File: config.mk
export PLATFORM = sky130hd
export DESIGN_NAME = uart_port
export DESIGN_NICKNAME = d
export VERILOG_FILES = /design/src/rtl/uart_pkg.sv /design/src/rtl/uart_rx_fifo.sv /design/src/rtl/uart_port.sv
export SDC_FILE = /design/constraint.sdc
export NUM_CORES = 1
export LEC_CHECK = 0
export BUFFER_PORTS_ARGS = -buffer_cell sky130_fd_sc_hd__buf_2
export CORE_MARGIN = 8
export CORE_UTILIZATION = 55
export CTS_BUF_LIST = sky130_fd_sc_hd__clkbuf_4
export DETAILED_ROUTE_END_ITERATION = 6
export PLACE_DENSITY = 0.76
export SLEW_MARGIN = 30
export SYNTH_ARGS = -nofsm -noshare
export SYNTH_HDL_FRONTEND = slang
export SYNTH_SLANG_ARGS = --single-unit
File: constraint.sdc
create_clock -name clk -period 2.2 [get_ports clk]
set_clock_uncertainty 0.2 [all_clocks]
set_input_delay 0.44 -clock clk [delete_from_list [all_inputs] [get_ports clk]]
set_output_delay 0.44 -clock clk [all_outputs]
set_load 0.005 [all_outputs]
File: src/rtl/uart_pkg.sv
`default_nettype none
// ============================================================================
// Module      : uart_pkg
// Description : Shared parity-mode constants, FSM state types and parity
//               helper for the UART port.
// Revision    : 1.0 - initial release
// ============================================================================
package uart_pkg;

    localparam logic [1:0] c_PAR_NONE = 2'd0;
    localparam logic [1:0] c_PAR_ODD  = 2'd1;
    localparam logic [1:0] c_PAR_EVEN = 2'd2;

    typedef enum logic [2:0] {
        TX_IDLE   = 3'd0,
        TX_START  = 3'd1,
        TX_DATA   = 3'd2,
        TX_PARITY = 3'd3,
        TX_STOP   = 3'd4
    } tx_state_t;

    typedef enum logic [2:0] {
        RX_IDLE   = 3'd0,
        RX_START  = 3'd1,
        RX_DATA   = 3'd2,
        RX_PARITY = 3'd3,
        RX_STOP   = 3'd4
    } rx_state_t;

    // Payload is zero-extended to 8 bits, so padding never changes the result.
    function automatic logic parity_bit(input logic [7:0] data, input logic [1:0] mode);
        return (mode == c_PAR_ODD) ? ~(^data) : (^data);
    endfunction

endpackage
`default_nettype wire

File: src/rtl/uart_rx_fifo.sv
`default_nettype none
// ============================================================================
// Module      : uart_rx_fifo
// Description : First-word-fall-through receive FIFO; a push into a full
//               FIFO succeeds when a pop happens in the same cycle.
// Revision    : 1.0 - initial release
// ============================================================================
module uart_rx_fifo #(
    parameter int WIDTH = 10,
    parameter int DEPTH = 4
) (
    input  logic                     clk,
    input  logic                     rst_n,
    input  logic                     push,
    input  logic [WIDTH-1:0]         push_data,
    input  logic                     pop,
    output logic [WIDTH-1:0]         head,
    output logic                     empty,
    output logic                     full,
    output logic [$clog2(DEPTH):0]   level
);
    localparam int c_AW = $clog2(DEPTH);

    logic [WIDTH-1:0] r_mem [DEPTH];
    logic [c_AW:0]    r_wr_ptr;
    logic [c_AW:0]    r_rd_ptr;
    logic             w_wr_en;
    logic             w_rd_en;

    assign level   = r_wr_ptr - r_rd_ptr;
    assign empty   = (level == '0);
    assign full    = (level == (c_AW + 1)'(DEPTH));
    assign w_rd_en = pop && !empty;
    assign w_wr_en = push && (!full || w_rd_en);
    assign head    = r_mem[r_rd_ptr[c_AW-1:0]];

    always_ff @(posedge clk or negedge rst_n) begin
        if (!rst_n) begin
            r_wr_ptr <= '0;
            r_rd_ptr <= '0;
        end else begin
            if (w_wr_en) r_wr_ptr <= r_wr_ptr + 1'b1;
            if (w_rd_en) r_rd_ptr <= r_rd_ptr + 1'b1;
        end
    end

    // Storage needs no reset: empty hides its contents.
    always_ff @(posedge clk) begin
        if (w_wr_en) r_mem[r_wr_ptr[c_AW-1:0]] <= push_data;
    end

endmodule
`default_nettype wire

File: src/rtl/uart_port.sv
`default_nettype none
// ============================================================================
// Module      : uart_port
// Description : UART transmitter/receiver with cts/rts flow control and a
//               receive FIFO carrying per-frame parity/framing flags.
// Revision    : 1.0 - initial release
// ============================================================================
module uart_port
    import uart_pkg::*;
#(
    parameter int BIT_CLK   = 87,
    parameter int DATA_BITS = 8,
    parameter int PARITY    = 0,
    parameter int STOP_BITS = 1,
    parameter int RX_DEPTH  = 4
) (
    input  logic                 clk,
    input  logic                 rst_n,
    input  logic [DATA_BITS-1:0] tx_data,
    input  logic                 tx_valid,
    output logic                 tx_ready,
    output logic                 txd,
    input  logic                 cts,
    input  logic                 rxd,
    output logic                 rts,
    output logic [DATA_BITS-1:0] rx_data,
    output logic                 rx_valid,
    input  logic                 rx_ready,
    output logic                 rx_perr,
    output logic                 rx_ferr,
    output logic                 rx_overrun
);
    localparam int                 c_CNT_W     = $clog2(STOP_BITS * BIT_CLK + 1);
    localparam int                 c_FIFO_W    = DATA_BITS + 2;
    localparam int                 c_LVL_W     = $clog2(RX_DEPTH) + 1;
    localparam logic [c_CNT_W-1:0] c_BIT_LAST  = c_CNT_W'(BIT_CLK - 1);
    localparam logic [c_CNT_W-1:0] c_HALF_LAST = c_CNT_W'(BIT_CLK / 2 - 1);
    localparam logic [c_CNT_W-1:0] c_STOP_LAST = c_CNT_W'(STOP_BITS * BIT_CLK - 1);
    localparam logic [2:0]         c_DATA_LAST = 3'(DATA_BITS - 1);
    localparam logic [1:0]         c_PAR_MODE  = 2'(PARITY);
    localparam logic [c_LVL_W-1:0] c_RTS_MAX   = c_LVL_W'(RX_DEPTH - 2);

    // ------------------------------------------------------------------
    // Input synchronizers (idle-high so reset looks like an idle line)
    // ------------------------------------------------------------------
    logic r_cts_s1, r_cts_s2, r_rxd_s1, r_rxd_s2, r_rxd_d;

    always_ff @(posedge clk or negedge rst_n) begin
        if (!rst_n) begin
            r_cts_s1 <= 1'b1;
            r_cts_s2 <= 1'b1;
            r_rxd_s1 <= 1'b1;
            r_rxd_s2 <= 1'b1;
            r_rxd_d  <= 1'b1;
        end else begin
            r_cts_s1 <= cts;
            r_cts_s2 <= r_cts_s1;
            r_rxd_s1 <= rxd;
            r_rxd_s2 <= r_rxd_s1;
            r_rxd_d  <= r_rxd_s2;
        end
    end

    // ------------------------------------------------------------------
    // Transmitter
    // ------------------------------------------------------------------
    tx_state_t            r_tx_state, w_tx_state_nxt;
    logic [c_CNT_W-1:0]   r_tx_cnt, w_tx_cnt_nxt;
    logic [2:0]           r_tx_bit, w_tx_bit_nxt;
    logic [DATA_BITS-1:0] r_tx_shift, w_tx_shift_nxt;
    logic                 r_tx_par, w_tx_par_nxt;
    logic                 r_tx_ready;
    logic                 w_tx_accept;
    logic                 w_txd;

    assign w_tx_accept = tx_valid && r_tx_ready;

    always_ff @(posedge clk or negedge rst_n) begin
        if (!rst_n) begin
            r_tx_state <= TX_IDLE;
            r_tx_cnt   <= '0;
            r_tx_bit   <= '0;
            r_tx_shift <= '0;
            r_tx_par   <= 1'b0;
            r_tx_ready <= 1'b0;
        end else begin
            r_tx_state <= w_tx_state_nxt;
            r_tx_cnt   <= w_tx_cnt_nxt;
            r_tx_bit   <= w_tx_bit_nxt;
            r_tx_shift <= w_tx_shift_nxt;
            r_tx_par   <= w_tx_par_nxt;
            // cts is only honoured here, so a frame in flight always completes
            r_tx_ready <= (w_tx_state_nxt == TX_IDLE) && r_cts_s2;
        end
    end

    always_comb begin
        w_tx_state_nxt = r_tx_state;
        w_tx_cnt_nxt   = r_tx_cnt + 1'b1;
        w_tx_bit_nxt   = r_tx_bit;
        w_tx_shift_nxt = r_tx_shift;
        w_tx_par_nxt   = r_tx_par;
        w_txd          = 1'b1;
        case (r_tx_state)
            TX_IDLE: begin
                w_tx_cnt_nxt = '0;
                if (w_tx_accept) begin
                    w_tx_shift_nxt = tx_data;
                    w_tx_par_nxt   = parity_bit(8'(tx_data), c_PAR_MODE);
                    w_tx_bit_nxt   = '0;
                    w_tx_state_nxt = TX_START;
                end
            end
            TX_START: begin
                w_txd = 1'b0;
                if (r_tx_cnt == c_BIT_LAST) begin
                    w_tx_cnt_nxt   = '0;
                    w_tx_state_nxt = TX_DATA;
                end
            end
            TX_DATA: begin
                w_txd = r_tx_shift[0];
                if (r_tx_cnt == c_BIT_LAST) begin
                    w_tx_cnt_nxt   = '0;
                    w_tx_shift_nxt = r_tx_shift >> 1;
                    w_tx_bit_nxt   = r_tx_bit + 1'b1;
                    if (r_tx_bit == c_DATA_LAST)
                        w_tx_state_nxt = (c_PAR_MODE == c_PAR_NONE) ? TX_STOP : TX_PARITY;
                end
            end
            TX_PARITY: begin
                w_txd = r_tx_par;
                if (r_tx_cnt == c_BIT_LAST) begin
                    w_tx_cnt_nxt   = '0;
                    w_tx_state_nxt = TX_STOP;
                end
            end
            TX_STOP: begin
                if (r_tx_cnt == c_STOP_LAST) begin
                    w_tx_cnt_nxt   = '0;
                    w_tx_state_nxt = TX_IDLE;
                end
            end
            default: begin
                w_tx_cnt_nxt   = '0;
                w_tx_state_nxt = TX_IDLE;
            end
        endcase
    end

    assign tx_ready = r_tx_ready;
    assign txd      = w_txd;

    // ------------------------------------------------------------------
    // Receiver
    // ------------------------------------------------------------------
    rx_state_t            r_rx_state, w_rx_state_nxt;
    logic [c_CNT_W-1:0]   r_rx_cnt, w_rx_cnt_nxt;
    logic [2:0]           r_rx_bit, w_rx_bit_nxt;
    logic [DATA_BITS-1:0] r_rx_shift, w_rx_shift_nxt;
    logic                 r_rx_perr, w_rx_perr_nxt;
    logic                 w_rx_push;

    always_ff @(posedge clk or negedge rst_n) begin
        if (!rst_n) begin
            r_rx_state <= RX_IDLE;
            r_rx_cnt   <= '0;
            r_rx_bit   <= '0;
            r_rx_shift <= '0;
            r_rx_perr  <= 1'b0;
        end else begin
            r_rx_state <= w_rx_state_nxt;
            r_rx_cnt   <= w_rx_cnt_nxt;
            r_rx_bit   <= w_rx_bit_nxt;
            r_rx_shift <= w_rx_shift_nxt;
            r_rx_perr  <= w_rx_perr_nxt;
        end
    end

    always_comb begin
        w_rx_state_nxt = r_rx_state;
        w_rx_cnt_nxt   = r_rx_cnt + 1'b1;
        w_rx_bit_nxt   = r_rx_bit;
        w_rx_shift_nxt = r_rx_shift;
        w_rx_perr_nxt  = r_rx_perr;
        w_rx_push      = 1'b0;
        case (r_rx_state)
            RX_IDLE: begin
                w_rx_cnt_nxt  = '0;
                w_rx_perr_nxt = 1'b0;
                if (r_rxd_d && !r_rxd_s2) w_rx_state_nxt = RX_START;
            end
            RX_START: begin
                // Half-bit recheck filters glitches and aligns later samples to bit centres
                if (r_rx_cnt == c_HALF_LAST) begin
                    w_rx_cnt_nxt   = '0;
                    w_rx_bit_nxt   = '0;
                    w_rx_state_nxt = r_rxd_s2 ? RX_IDLE : RX_DATA;
                end
            end
            RX_DATA: begin
                if (r_rx_cnt == c_BIT_LAST) begin
                    w_rx_cnt_nxt   = '0;
                    w_rx_shift_nxt = {r_rxd_s2, r_rx_shift[DATA_BITS-1:1]};
                    w_rx_bit_nxt   = r_rx_bit + 1'b1;
                    if (r_rx_bit == c_DATA_LAST)
                        w_rx_state_nxt = (c_PAR_MODE == c_PAR_NONE) ? RX_STOP : RX_PARITY;
                end
            end
            RX_PARITY: begin
                if (r_rx_cnt == c_BIT_LAST) begin
                    w_rx_cnt_nxt   = '0;
                    w_rx_perr_nxt  = (r_rxd_s2 != parity_bit(8'(r_rx_shift), c_PAR_MODE));
                    w_rx_state_nxt = RX_STOP;
                end
            end
            RX_STOP: begin
                if (r_rx_cnt == c_BIT_LAST) begin
                    w_rx_cnt_nxt   = '0;
                    w_rx_push      = 1'b1;
                    w_rx_state_nxt = RX_IDLE;
                end
            end
            default: begin
                w_rx_cnt_nxt   = '0;
                w_rx_state_nxt = RX_IDLE;
            end
        endcase
    end

    // ------------------------------------------------------------------
    // Receive FIFO and flow control
    // ------------------------------------------------------------------
    logic [c_FIFO_W-1:0] w_fifo_head;
    logic                w_fifo_empty;
    logic                w_fifo_full;
    logic [c_LVL_W-1:0]  w_fifo_level;
    logic                w_pop;
    logic                r_rts;
    logic                r_overrun;

    assign w_pop = !w_fifo_empty && rx_ready;

    uart_rx_fifo #(
        .WIDTH (c_FIFO_W),
        .DEPTH (RX_DEPTH)
    ) u_rx_fifo (
        .clk       (clk),
        .rst_n     (rst_n),
        .push      (w_rx_push),
        .push_data ({r_rx_shift, r_rx_perr, !r_rxd_s2}),
        .pop       (w_pop),
        .head      (w_fifo_head),
        .empty     (w_fifo_empty),
        .full      (w_fifo_full),
        .level     (w_fifo_level)
    );

    always_ff @(posedge clk or negedge rst_n) begin
        if (!rst_n) begin
            r_rts     <= 1'b1;
            r_overrun <= 1'b0;
        end else begin
            r_rts     <= (w_fifo_level <= c_RTS_MAX);
            r_overrun <= w_rx_push && w_fifo_full && !w_pop;
        end
    end

    assign rts        = r_rts;
    assign rx_overrun = r_overrun;
    assign rx_valid   = !w_fifo_empty;
    assign rx_data    = w_fifo_head[c_FIFO_W-1:2];
    assign rx_perr    = rx_valid && w_fifo_head[1];
    assign rx_ferr    = rx_valid && w_fifo_head[0];

endmodule
`default_nettype wire

# ---- After elaboration in Yosys (flattened, before gate mapping)
# Memory sizes are Yosys's and may differ from the RTL's.
# Index checks and enable logic that the tools add are counted.
dict set report totals {
  ff_bits 58
  latchBits 0
  ram_bits 40
  rom_bits 0
  input_bits 14
  output_inout_bits 15
  word_cells 120
  n_memories 1
}
# memory words width rd rd_clocked_by_memory_dff write_ports line_no
set memory_table {}
lappend memory_table {u_rx_fifo.r_mem 4 10 1 0 1 uart_rx_fifo.sv:24} ;# logic [WIDTH-1:0] r_mem [DEPTH];
dict set report op_classes {
  addsub 7
  mul 0
  n_div 0
  n_lt_le_gt_ge 1
  eq_ne 23
  shift 0
  mux 36
  n_bitwise 0
  n_reduce_logical 32
}
# operator n
set op_table {}
lappend op_table {{$mux 3} 16}
lappend op_table {{$pmux 3 s5} 2}
lappend op_table {{$mux 7} 4}
lappend op_table {{$mux 8} 2}
lappend op_table {{$ne 2x2->1 const B} 8}
lappend op_table {{$pmux 8 s2} 1}
lappend op_table {{$reduce_xor 8->1} 2}
lappend op_table {{$eq 3x3->1 const B} 5}
lappend op_table {{$add 7x1->7 const B} 2}
lappend op_table {{$eq 7x7->1 const B} 2}
lappend op_table {{$pmux 7 s2} 1}
lappend op_table {{$add 3x1->3 const B} 4}
lappend op_table {{$eq 3x2->1 const B} 4}
lappend op_table {{$logic_not 3->1} 4}
lappend op_table {{$pmux 3 s2} 2}
lappend op_table {{$logic_and 1x1->1} 10}
lappend op_table {{$eq 7x6->1 const B} 1}
lappend op_table {{$eq 3x1->1 const B} 2}
lappend op_table {{$reduce_and 2->1} 3}
lappend op_table {{$reduce_and 3->1} 2}
lappend op_table {{$reduce_and 6->1} 1}
lappend op_table {{$reduce_bool 2->1} 3}
lappend op_table {{$mux 1} 5}
lappend op_table {{$logic_not 1->1} 4}
lappend op_table {{9 further kinds} 9}

# ---- Longest topological paths before layout
# Gate-level depths: netlist of run 1.
dict set report depth {
  depth_word 9
  ltp_mapped 7
  ltp_nobuf 7
}

# ---- Cells and area by module
# A second synthesis of run 1 with hierarchy kept.
dict set report unflattened {
  hier_cells 298
  area_unflattened_um2 4391.7
}
# mod instances cells_each area_per_inst_um2 seq_area_each_um2
set by_module_without_submodules {}
lappend by_module_without_submodules {uart_port 1 208 2529.9 1308.8}
lappend by_module_without_submodules {uart_rx_fifo 1 90 1861.8 1351.3}

# ---- Least setup slack after synthesis of run 1
# No wires, ideal clock.
dict set report synth_timing {
  path_type {register to register}
  from {reg u_rx_fifo.r_wr_ptr[0]}
  to {mem u_rx_fifo.r_mem[0][0] (enable)}
  arrival_ns 1.921
  setup_slack_ns -0.209
  stages_incl_launch_ff 7
  n_path_buf 0
  period_less_slack_ns 2.409
  path_cell_list {dfrtp_1 inv_1 ha_1 fa_1 xnor3_1 or3_1 and3_1}
}
dict set report synth_between {
  elab_chain_len 9
  word_cells_on_any_way 11
  classes_between {add/sub (1); eq/ne (1); mux (2); reduce/logical (7)}
}
# item line_no
set synth_lines {}
lappend synth_lines {{start: declaration} uart_rx_fifo.sv:25} ;# logic [c_AW:0] r_wr_ptr;
lappend synth_lines {{start signal: assignment} uart_rx_fifo.sv:42} ;# if (w_wr_en) r_wr_ptr <= r_wr_ptr + 1'b1;
lappend synth_lines {{$sub 3x3->3} uart_rx_fifo.sv:30} ;# assign level = r_wr_ptr - r_rd_ptr;
lappend synth_lines {{$logic_not 3->1} uart_rx_fifo.sv:31} ;# assign empty = (level == '0);
lappend synth_lines {{$logic_not 1->1} {uart_rx_fifo.sv:33, uart_port.sv:242}}
lappend synth_lines {{$logic_and 1x1->1} uart_port.sv:242} ;# assign w_pop = !w_fifo_empty && rx_ready;
lappend synth_lines {{$logic_and 1x1->1} uart_rx_fifo.sv:33} ;# assign w_rd_en = pop && !empty;
lappend synth_lines {{$logic_or 1x1->1} uart_rx_fifo.sv:34} ;# assign w_wr_en = push && (!full || w_rd_en);
lappend synth_lines {{$logic_and 1x1->1} uart_rx_fifo.sv:34}
lappend synth_lines {{$mux 1} uart_rx_fifo.sv:49} ;# if (w_wr_en) r_mem[r_wr_ptr[c_AW-1:0]] <= push_data;
lappend synth_lines {{$mux 1 (implied by the code)} uart_rx_fifo.sv:49}
lappend synth_lines {{end: declaration} uart_rx_fifo.sv:24}
# Several ways; a longest one is shown, not always the timed one.

# ---- Worst setup path after layout of run 1
dict set report layout_timing {
  from {reg u_rx_fifo.r_rd_ptr[0]}
  to {out rx_ferr}
}
dict set report layout_between {
  elab_chain_len 4
  word_cells_on_any_way 5
  classes_between {add/sub (1); reduce/logical (3); memory (1)}
}
# item line_no
set layout_lines {}
lappend layout_lines {{start: declaration} uart_rx_fifo.sv:26} ;# logic [c_AW:0] r_rd_ptr;
lappend layout_lines {{start signal: assignment} uart_rx_fifo.sv:43} ;# if (w_rd_en) r_rd_ptr <= r_rd_ptr + 1'b1;
lappend layout_lines {{$sub 3x3->3} uart_rx_fifo.sv:30}
lappend layout_lines {{$logic_not 3->1} uart_rx_fifo.sv:31}
lappend layout_lines {{$logic_not 1->1} uart_port.sv:271} ;# assign rx_valid = !w_fifo_empty;
lappend layout_lines {{$logic_and 1x1->1 *} uart_port.sv:274} ;# assign rx_ferr = rx_valid && w_fifo_head[0];
lappend layout_lines {{end: declaration} uart_port.sv:30} ;# output logic rx_ferr,
# Every way passes the cells marked *; elsewhere a longest branch is shown, timed or not.

==> summary by stage, run 1 <==
Critical path
The startpoint kind of the worst setup timing path is a flop. The worst register-to-register path begins at u_rx_fifo.r_rd_ptr[0]$_DFFE_PN0P_. The worst setup path is of the flop to output pin kind. The largest incremental delay on the critical path is 0.44 ns.

The cell with the largest stage delay on the worst path is sky130_fd_sc_hd__dfrtp_1. The critical path goes through ha_4, fa_2, xnor3_1, nand3_2, and2_1, buf_2. At the worst endpoint, the required time is 1.56 ns.

The number of cells on the worst reg-to-reg path is 7. In this run the register-to-register setup slack is -0.24 ns. The data arrival at the endpoint of the critical path is 1.98 ns. The endpoint class of the critical path is an output pin. The endpoint of the worst-slack reg-to-reg timing path is u_rx_fifo.r_wr_ptr[1]$_DFFE_PN0P_. Along the worst path, the maximum fanout reaches 4.

Finish
The post-route standard cell area excluding fillers is 5230 um^2. The layout filler cell count is ~610. The antenna diode count is 0. The post-route non-filler standard cell count is 474. The layout-stage area growth over the synthesis result is 17.4%.

Cells with a size suffix above 1 make up a little under two fifths of the layout. The final-stage net count is 393.

GRT
Entering global routing, the biggest net connects 24 pins. The initial antenna violation count is 0. The global-route total usage across every layer is 14.5%. The via count of the first global-routing pass is 2,683. Global routing finished with a remaining overflow of 0. The wire length of the first global-routing pass is 13,000 um.

Drt
The count of nets left with antenna violations once routing finished came out at 0. In this run, the number of DRC markers left after iteration 0 of detailed routing was 115. In the routed design, unresolved DRC markers number 0. Summed over all layers, the routed wires come to 7900 um. In the routed layout, each cell is associated on average with a via count of 5.34.

Detailed routing inserted a total of 2,533 vias. The first TritonRoute pass finished after 5 iterations. Dividing the detail-routed wire length by the instance count gives 16.7 um.

Timing
Setup violations remaining at the end of the flow were counted as 55. The worst hold slack across all endpoints is 0.102 ns. Across all setup checks in the final design, the least slack found is -0.422 ns.

Derived from the worst setup path, the maximum achievable clock frequency is 381 MHz. The max-slew headroom at the worst pin is around three fifths. At the pin with the least slew margin, the transition time is 0.620 ns. Adding up every negative setup slack in the final design gives -9.32 ns. The post-route minimum period is 2.62 ns. Setup repair after global routing could not meet its margin everywhere.

In the finished design, the share of the clock period the worst path needs comes to 119%. The final hold violation count is 0. The final number of max-transition violations is 0.

Synth
Sequential cells were found to cover approximately three fifths of the synthesized design area. The cell count after synthesis is 297. Each instance of the synthesized netlist takes up on average 15.0 um^2.

The fraction of synthesized cell area in xor and xnor cells is about 6.5%. In this run, distinct cell masters in the synthesized netlist total 55. The share of the synthesized area in compound gates (AO/OA/AOI/OAI) is between 3 and 4%. The number of synthesis warnings is 0. The commonest cells after synthesis are 52 x sky130_fd_sc_hd__dfrtp_1, 40 x sky130_fd_sc_hd__edfxtp_1, 23 x sky130_fd_sc_hd__xnor2_1. The synthesized netlist devotes between 10% and 20% of its cell area to simple gates. Yosys mapped a number of flops with a built-in enable equal to 40.

The cell area after synthesis is 4450 um^2. The post-synthesis net count is 326. The main combinational cell family by area after synthesis is multiplexers. The biggest area contributor in the post-synthesis netlist is sky130_fd_sc_hd__dfrtp_1. The area share of the largest cell type after synthesis is 29.2%. In this run, synthesis produced a sequential element count of between 90 and 100.

In the post-synthesis netlist, the biggest area contributors are sky130_fd_sc_hd__dfrtp_1 29%, sky130_fd_sc_hd__edfxtp_1 27%, sky130_fd_sc_hd__mux4_2 5.1%, sky130_fd_sc_hd__mux2_4 4.7%, sky130_fd_sc_hd__xnor2_1 4.5%. The dominant synthesized flop cell is sky130_fd_sc_hd__dfrtp_1. The post-synthesis share of cell area spent on full adders, half adders and majority gates is 4.38%. After synthesis, the share of cell area in mux cells is between 10% and 20%. Of all flip-flops after synthesis, the portion carrying an async set or reset was 59.2%. In the post-synthesis netlist, the cell with the most instances is sky130_fd_sc_hd__dfrtp_1.

Clocking
The source-to-sink clock delay at the later pin of the worst-skew pair is 0.43 ns. The cell sitting at the root of the clock tree is a sky130_fd_sc_hd__clkbuf_4. No sink is reached through more buffers than the 2 on the longest clock path. The tree built by TritonCTS fans out to 98 sinks. The clock tree synthesis step divided the H-tree into 3 levels. Clock-pin slew was measured on the worst setup and hold paths at 0.14 ns. TritonCTS created 9 clock buffers. TritonCTS built the clock tree.

Power and ir drop
Across the VDD grid, the largest voltage drop is 0.409 mV. The leakage component of the power is 2.27 nW. The post-route total power is around 0.0036 W. Power spread over the standard cell area amounts to 694 nW/um^2.

Placed design
The count of buffers added on input and output ports is 28. The number of cells in the design after placement is 443. The final estimated routing congestion in global placement is about 0.84. After detailed placement, the total cell area comes to a little under 5000 um^2.

The post-DP HPWL is 5320 um.

Die
The initial utilization of the core area, before any placement, comes to between 50% and 60%. The area enclosed by the die boundary is around 11,000 um^2. The count of standard-cell rows is 33. In this run the count of I/O pins placed on the die edge is 29. The die is 106 um wide. The chip height is 106 um.

The core footprint is 8050 um^2.

Hold path
The instance count along the most critical hold path is 2. For hold timing, the worst endpoint is r_tx_shift[7]$_DFFE_PN0P_. The worst min-delay path category is input pin to flop. The hold path startpoint is tx_data[7].

Run
The number of maximum-capacitance violations is 0.

Run status
The checks that failed: negative setup slack. The run finished, with violations left.
## power by group
| group | total (W) | switching, W | internal (W) |
|---|---|---|---|
| Clock | 0.000936 | 0.000565 | 0.000370 |
| Combinational | 0.000495 | 0.000230 | 0.000265 |
| Sequential | 0.00220 | 0.000141 | 0.00205 |
## worst max-delay path, delay by kind of cell, from the launching register on
| kind | cells | cell delay (ns) |
|---|---|---|
| fa+ha+maj | 2 | 0.50 |
| simple gates | 2 | 0.26 |
| buf+inv | 1 | 0.12 |
| flops | 1 | 0.44 |
| xor+xnor | 1 | 0.24 |
## timing repair
| action | CTS | global route |
|---|---|---|
| gates resized for setup | 9 | 7 |
| endpoints found under the hold margin | 18 | 0 |
| hold buffers | 3 | 0 |
| pin swaps | 6 | 2 |
| setup endpoints to repair | 54 | 63 |
| setup buffers | 7 | 2 |
| gates cloned | 4 | 0 |
## sequential cells by signal, indices dropped and copies added (netlist names)
name and cells:
u_rx_fifo.r_mem 40, r_rx_shift 8, r_tx_shift 8, r_rx_cnt 7, r_tx_cnt 7, r_rx_bit 3, r_rx_state 3, r_tx_bit 3
r_tx_state 3, u_rx_fifo.r_rd_ptr 3, u_rx_fifo.r_wr_ptr 3, r_cts_s1 1, r_cts_s2 1, r_rx_perr 1, r_rxd_d 1, r_rxd_s1 1
r_rxd_s2 1, r_tx_par 1, rts 1, rx_overrun 1, tx_ready 1
## through the flow
stage               utilization [%]  worst slack (ns)
CTS                            64.5            -0.455
global route                   64.9            -0.526
global placement               60.9           -0.0454
finish                         64.9            -0.422
detailed placement             60.9           -0.0790
floorplan                         -           -0.0647
## cell usage in the layout, fill, tap and decap left out, types with 3 or more instances in the layout
cell type and instances:
sky130_fd_sc_hd__mux2_4 16, sky130_fd_sc_hd__buf_12 3, sky130_fd_sc_hd__or3_4 3, sky130_fd_sc_hd__dfstp_2 6
sky130_fd_sc_hd__dlygate4sd3_1 3, sky130_fd_sc_hd__mux4_2 10, sky130_fd_sc_hd__nand3_1 9, sky130_fd_sc_hd__a21oi_1 6
sky130_fd_sc_hd__edfxtp_1 40, sky130_fd_sc_hd__clkbuf_4 11, sky130_fd_sc_hd__dfrtp_1 52, sky130_fd_sc_hd__ha_1 13
sky130_fd_sc_hd__xor2_1 5, sky130_fd_sc_hd__buf_2 28, sky130_fd_sc_hd__nand2_1 7, sky130_fd_sc_hd__and3_4 6
sky130_fd_sc_hd__o21ai_0 3, sky130_fd_sc_hd__xnor2_1 23, sky130_fd_sc_hd__inv_1 7, sky130_fd_sc_hd__mux2i_1 3
sky130_fd_sc_hd__mux2_2 9, sky130_fd_sc_hd__nor2_1 21, sky130_fd_sc_hd__o2bb2ai_1 3, sky130_fd_sc_hd__nor3_1 3
sky130_fd_sc_hd__buf_4 24
## cells by family (layout without fill, tap and decap cells)
family	Yosys count	count (layout)
buf+inv	16	84
simple gates	76	80
xor+xnor	30	30
compound gates	24	24
fa+ha+maj	15	15
flops	98	98
mux	38	38
## cell type report
cell class / count / area [um^2] / share of cell area [%]
clock inverter: 5 / 53.8 / 1.03
timing repair buffer: 59 / 422 / 8.07
tap: 105 / 131 / 2.51
multi-input combinational: 187 / 1840 / 35.2
sequential: 98 / 2660 / 50.9
inverter: 9 / 38.8 / 0.742
clock buffer: 11 / 82.6 / 1.58
## per-layer routing
layer / wire length [um] / share of wire, % / GRT usage, %
met1: 3520 / 45 / 18.3
met2: 3970 / 50 / 23.9
met3: 272 / 3.4 / 2.66
met4: 131 / 1.7 / 6.63
met5: 0 / 0 / 0
## worst max path at each step
stage                                       from                                 to  slack, ns  depth (start not counted)
3_3_place_gp   u_rx_fifo.r_rd_ptr[0]$_DFFE_PN0P_    u_rx_fifo.r_mem[0][7]$_DFFE_PP_      -0.05                          5
3_5_place_dp   u_rx_fifo.r_rd_ptr[0]$_DFFE_PN0P_    u_rx_fifo.r_mem[0][6]$_DFFE_PP_      -0.08                          5
2_1_floorplan  u_rx_fifo.r_wr_ptr[0]$_DFFE_PN0P_  u_rx_fifo.r_wr_ptr[1]$_DFFE_PN0P_      -0.06                          7
6_report       u_rx_fifo.r_rd_ptr[0]$_DFFE_PN0P_                            rx_ferr      -0.42                          6
4_1_cts        u_rx_fifo.r_rd_ptr[0]$_DFFE_PN0P_                            rx_ferr      -0.46                          6
5_1_grt        u_rx_fifo.r_rd_ptr[0]$_DFFE_PN0P_                            rx_ferr      -0.53                          6
Note: power is estimated with default switching activity, not from simulation.
==> inputs of run 2 (changes only) <==
--- a/config.mk
+++ b/config.mk
@@ -6,11 +6,14 @@
 export NUM_CORES = 1
 export LEC_CHECK = 0
 export BUFFER_PORTS_ARGS = -buffer_cell sky130_fd_sc_hd__buf_2
+export CELL_PAD_IN_SITES_DETAIL_PLACEMENT = 0
+export CELL_PAD_IN_SITES_GLOBAL_PLACEMENT = 1
 export CORE_MARGIN = 8
-export CORE_UTILIZATION = 55
+export CORE_UTILIZATION = 48
 export CTS_BUF_LIST = sky130_fd_sc_hd__clkbuf_4
+export CTS_CLUSTER_DIAMETER = 60
 export DETAILED_ROUTE_END_ITERATION = 6
-export PLACE_DENSITY = 0.76
+export PLACE_DENSITY_LB_ADDON = 0.1
 export SLEW_MARGIN = 30
 export SYNTH_ARGS = -nofsm -noshare
 export SYNTH_HDL_FRONTEND = slang
==> run 2 against run 1 <==
  * The flow still finishes with violations (negative setup slack)
  * Sequential power hardly changed
  * Worst hold slack worse by 0.033 ns
  * Total power is 1.3% lower
  * Global-route usage is 1.7 points lower
  * Final area is 0.33% lower
  * Combinational power is 2% lower
  * Largest power group unchanged
==> summary by stage, run 2 (same netlist as run 1, synthesis figures left out) <==
Timing
Headroom to the max-slew limit came out at between 60% and 70%. The final hold violation count is 0. Setup repair after global routing could not meet its margin everywhere.

The final number of max-transition violations is 0. The measured slew at the worst slew-check pin is between 0.4 and 0.5 ns. The post-route minimum period is 2.63 ns. Setup total negative slack on the finished layout was measured at -8.45 ns. The worst setup margin is -0.432 ns. The timing-limited maximum frequency is 380 MHz.

The ratio of final minimum period to clock period is 120%. The final number of setup-violating endpoints is 54.

Drt
The detailed router placed around 2,600 vias in this run. Once detail routing completed, the nets flagged for antenna violations numbered 0. Dividing the detail-routed wire length by the instance count gives 15.8 um.

The detailed-route wire length is approximately 7600 um. The post-detailed-route DRC marker count is 0. In the routed layout, each cell is associated on average with a via count of 5.32. In this run, the number of DRC markers left after iteration 0 of detailed routing was 94.

Before antenna repair, the detailed router went through 4 iterations.

Critical path
The required time of the critical path is 1.56 ns. Grouping stages by cell kind, the critical path spends the most delay in adder cells. The class of the most critical setup path is flop to output pin. Traced cell by cell, the critical path runs through ha_4, fa_2, xnor3_1, nand3_2, and2_1, buf_2. The endpoint class of the critical path is an output pin. In this run the number of cells on the critical path is 6. The largest incremental delay on the critical path is 0.45 ns. The startpoint kind of the worst setup timing path is a flop.

Together, buffers and inverters on the worst path number 1. The data arrival at the endpoint of the critical path is between 1.5 and 2 ns. The slowest stage of the critical path belongs to the cell sky130_fd_sc_hd__dfrtp_1.

Along the worst path, the maximum fanout reaches 4. The number of cells on the worst reg-to-reg path is 7.

GRT
The first global-routing pass estimated 13,000 um of wire. Entering global routing, the biggest net connects 59 pins. The via count of the first global-routing pass was about 2,600. The total overflow left after global routing is 0. Global routing used 12.8% of the available tracks. The initial antenna violation count came to 0.

Power and ir drop
The analysis attributes to net switching a power of between 0.001 and 0.0015 W. The total internal power is between 0.002 and 0.003 W. Of the total power, the clock network draws 25.1%. The portion of total power attributed to combinational logic is 13.6%. The sequential share of power is slightly above 60%. The total power per unit cell area is between 600 and 700 nW/um^2.

In this run the static leakage power is 2.25 nW. The worst-case IR drop observed on VDD is 0.390 mV. The post-route total power is 0.00358 W.

The switching fraction of total power is 28.1%.

Finish
The multi-input combinational cells in the finished layout cover a total of approximately 1800 um^2. The final layout contains slightly below 400 nets. The number of flip-flops under the largest register name is 40. The most common cell after layout, fill and taps aside is sky130_fd_sc_hd__dfrtp_1. The layout filler cell count is 764. The number of antenna diodes in the final layout is 0. The fraction of final layout cells with drive strength greater than 1 is 38.4%. The post-route non-filler standard cell count is roughly 480.

The sequential cell area in the final layout is 2660 um^2. The library cells used most frequently in the layout, excluding fill and tap cells, are 52 x sky130_fd_sc_hd__dfrtp_1, 40 x sky130_fd_sc_hd__edfxtp_1, 28 x sky130_fd_sc_hd__buf_2, 27 x sky130_fd_sc_hd__buf_4, 23 x sky130_fd_sc_hd__xnor2_1. The layout-stage area growth over the synthesis result is 17.0%.

Hold path
The worst hold path belongs to the class input pin to flop. The instance count along the most critical hold path is 2.

Die
The area enclosed by the die boundary is 12,600 um^2. The die extent in x is 112 um. The chip height is roughly 110 um. Once the floorplan was initialized, standard cells occupied 48.9% of the core. 29 I/O pins were placed. The floorplan has 35 rows. The total area inside the core boundary comes to roughly 9100 um^2.

Clocking
In this run the deepest clock path goes through 2 buffers. The number of buffers created by CTS is 9. In this run the number of H-tree levels came out at 3. The clock tree from TritonCTS is yes. The source-to-sink clock delay at the later pin of the worst-skew pair is roughly 0.43 ns. The CTS clock-pin slew for the worst setup and hold paths is 0.16 ns. The clock tree root buffer cell is sky130_fd_sc_hd__clkbuf_4. The clock net sink count is 98.

Placed design
The post-DP HPWL is 5110 um. The number of cells in the design after placement is 447. Input and output buffers added on the ports amount to 28. Before CTS, the worst setup slack after placement is -0.0862 ns. At the end of routability-driven placement, the weighted congestion stood at 0.787.

Run status
The final reports fail on negative setup slack. The run finished, with violations left.

Run
Across the run, the number of max-cap violations was 0.
## run 2: power by group through the flow
| stage | Sequential, W | Clock (W) | Combinational [W] |
|---|---|---|---|
| 2_1_floorplan | 0.00220 | 0 | 0.000371 |
| 3_3_place_gp | 0.00223 | 0 | 0.000483 |
| 3_5_place_dp | 0.00223 | 0 | 0.000491 |
| 4_1_cts | 0.00219 | 0.000930 | 0.000499 |
| 5_1_grt | 0.00222 | 0.000995 | 0.000559 |
| 6_report | 0.00219 | 0.000897 | 0.000487 |
## run 2: layout make-up
class	instances	share of cell area (%)
repair buffers	60	7.93
inverters	9	0.744
flip-flops and latches	98	51.1
clock inverters	7	1.20
clock buffers	9	1.30
multi-input cells	187	35.1
well taps	111	2.67
## run 2: routing by layer
layer | vias to the layer above | global-route usage (%) | routed length [um]
met2 | 47 | 19.6 | 3490
li1 | 1235 | - | -
met5 | - | 0 | 0
met3 | 10 | 3.01 | 322
met4 | 0 | 5.13 | 121
met1 | 1266 | 17.3 | 3670
## run 2: repair_timing
item | 4_1_cts | 5_1_grt
cloned | 4 | 0
endpoints found under the hold margin | 54 | 0
pin swaps | 7 | 1
gates resized for setup | 11 | 5
hold buffers | 3 | 0
setup endpoints to repair | 53 | 56
buffers inserted | 8 | 4
## run 2: final timing paths
kind / from / end / slack, ns
worst max-delay path: u_rx_fifo.r_rd_ptr[0]$_DFFE_PN0P_ / rx_ferr / -0.43
worst min-delay path: tx_data[7] / r_tx_shift[7]$_DFFE_PN0P_ / 0.07
worst max register to register: u_rx_fifo.r_rd_ptr[0]$_DFFE_PN0P_ / u_rx_fifo.r_wr_ptr[1]$_DFFE_PN0P_ / -0.18
worst min register to register: r_cts_s1$_DFF_PN1_ / r_cts_s2$_DFF_PN1_ / 0.17
max in group asynchronous: rst_n / r_rxd_d$_DFF_PN1_ / 1.17
min in group asynchronous: rst_n / r_tx_state[0]$_DFF_PN0_ / 0.31
## run 2: per-stage QoR
step | instance area, um^2 | hold slack [ns] | util [%]
floorplan | 4510 | -0.0556 | -
global route | 5210 | 0.0453 | 57.2
global placement | 4880 | 0.146 | 53.6
detailed placement | 4880 | 0.147 | 53.6
CTS | 5180 | 0.0432 | 56.9
finish | 5210 | 0.0683 | 57.2
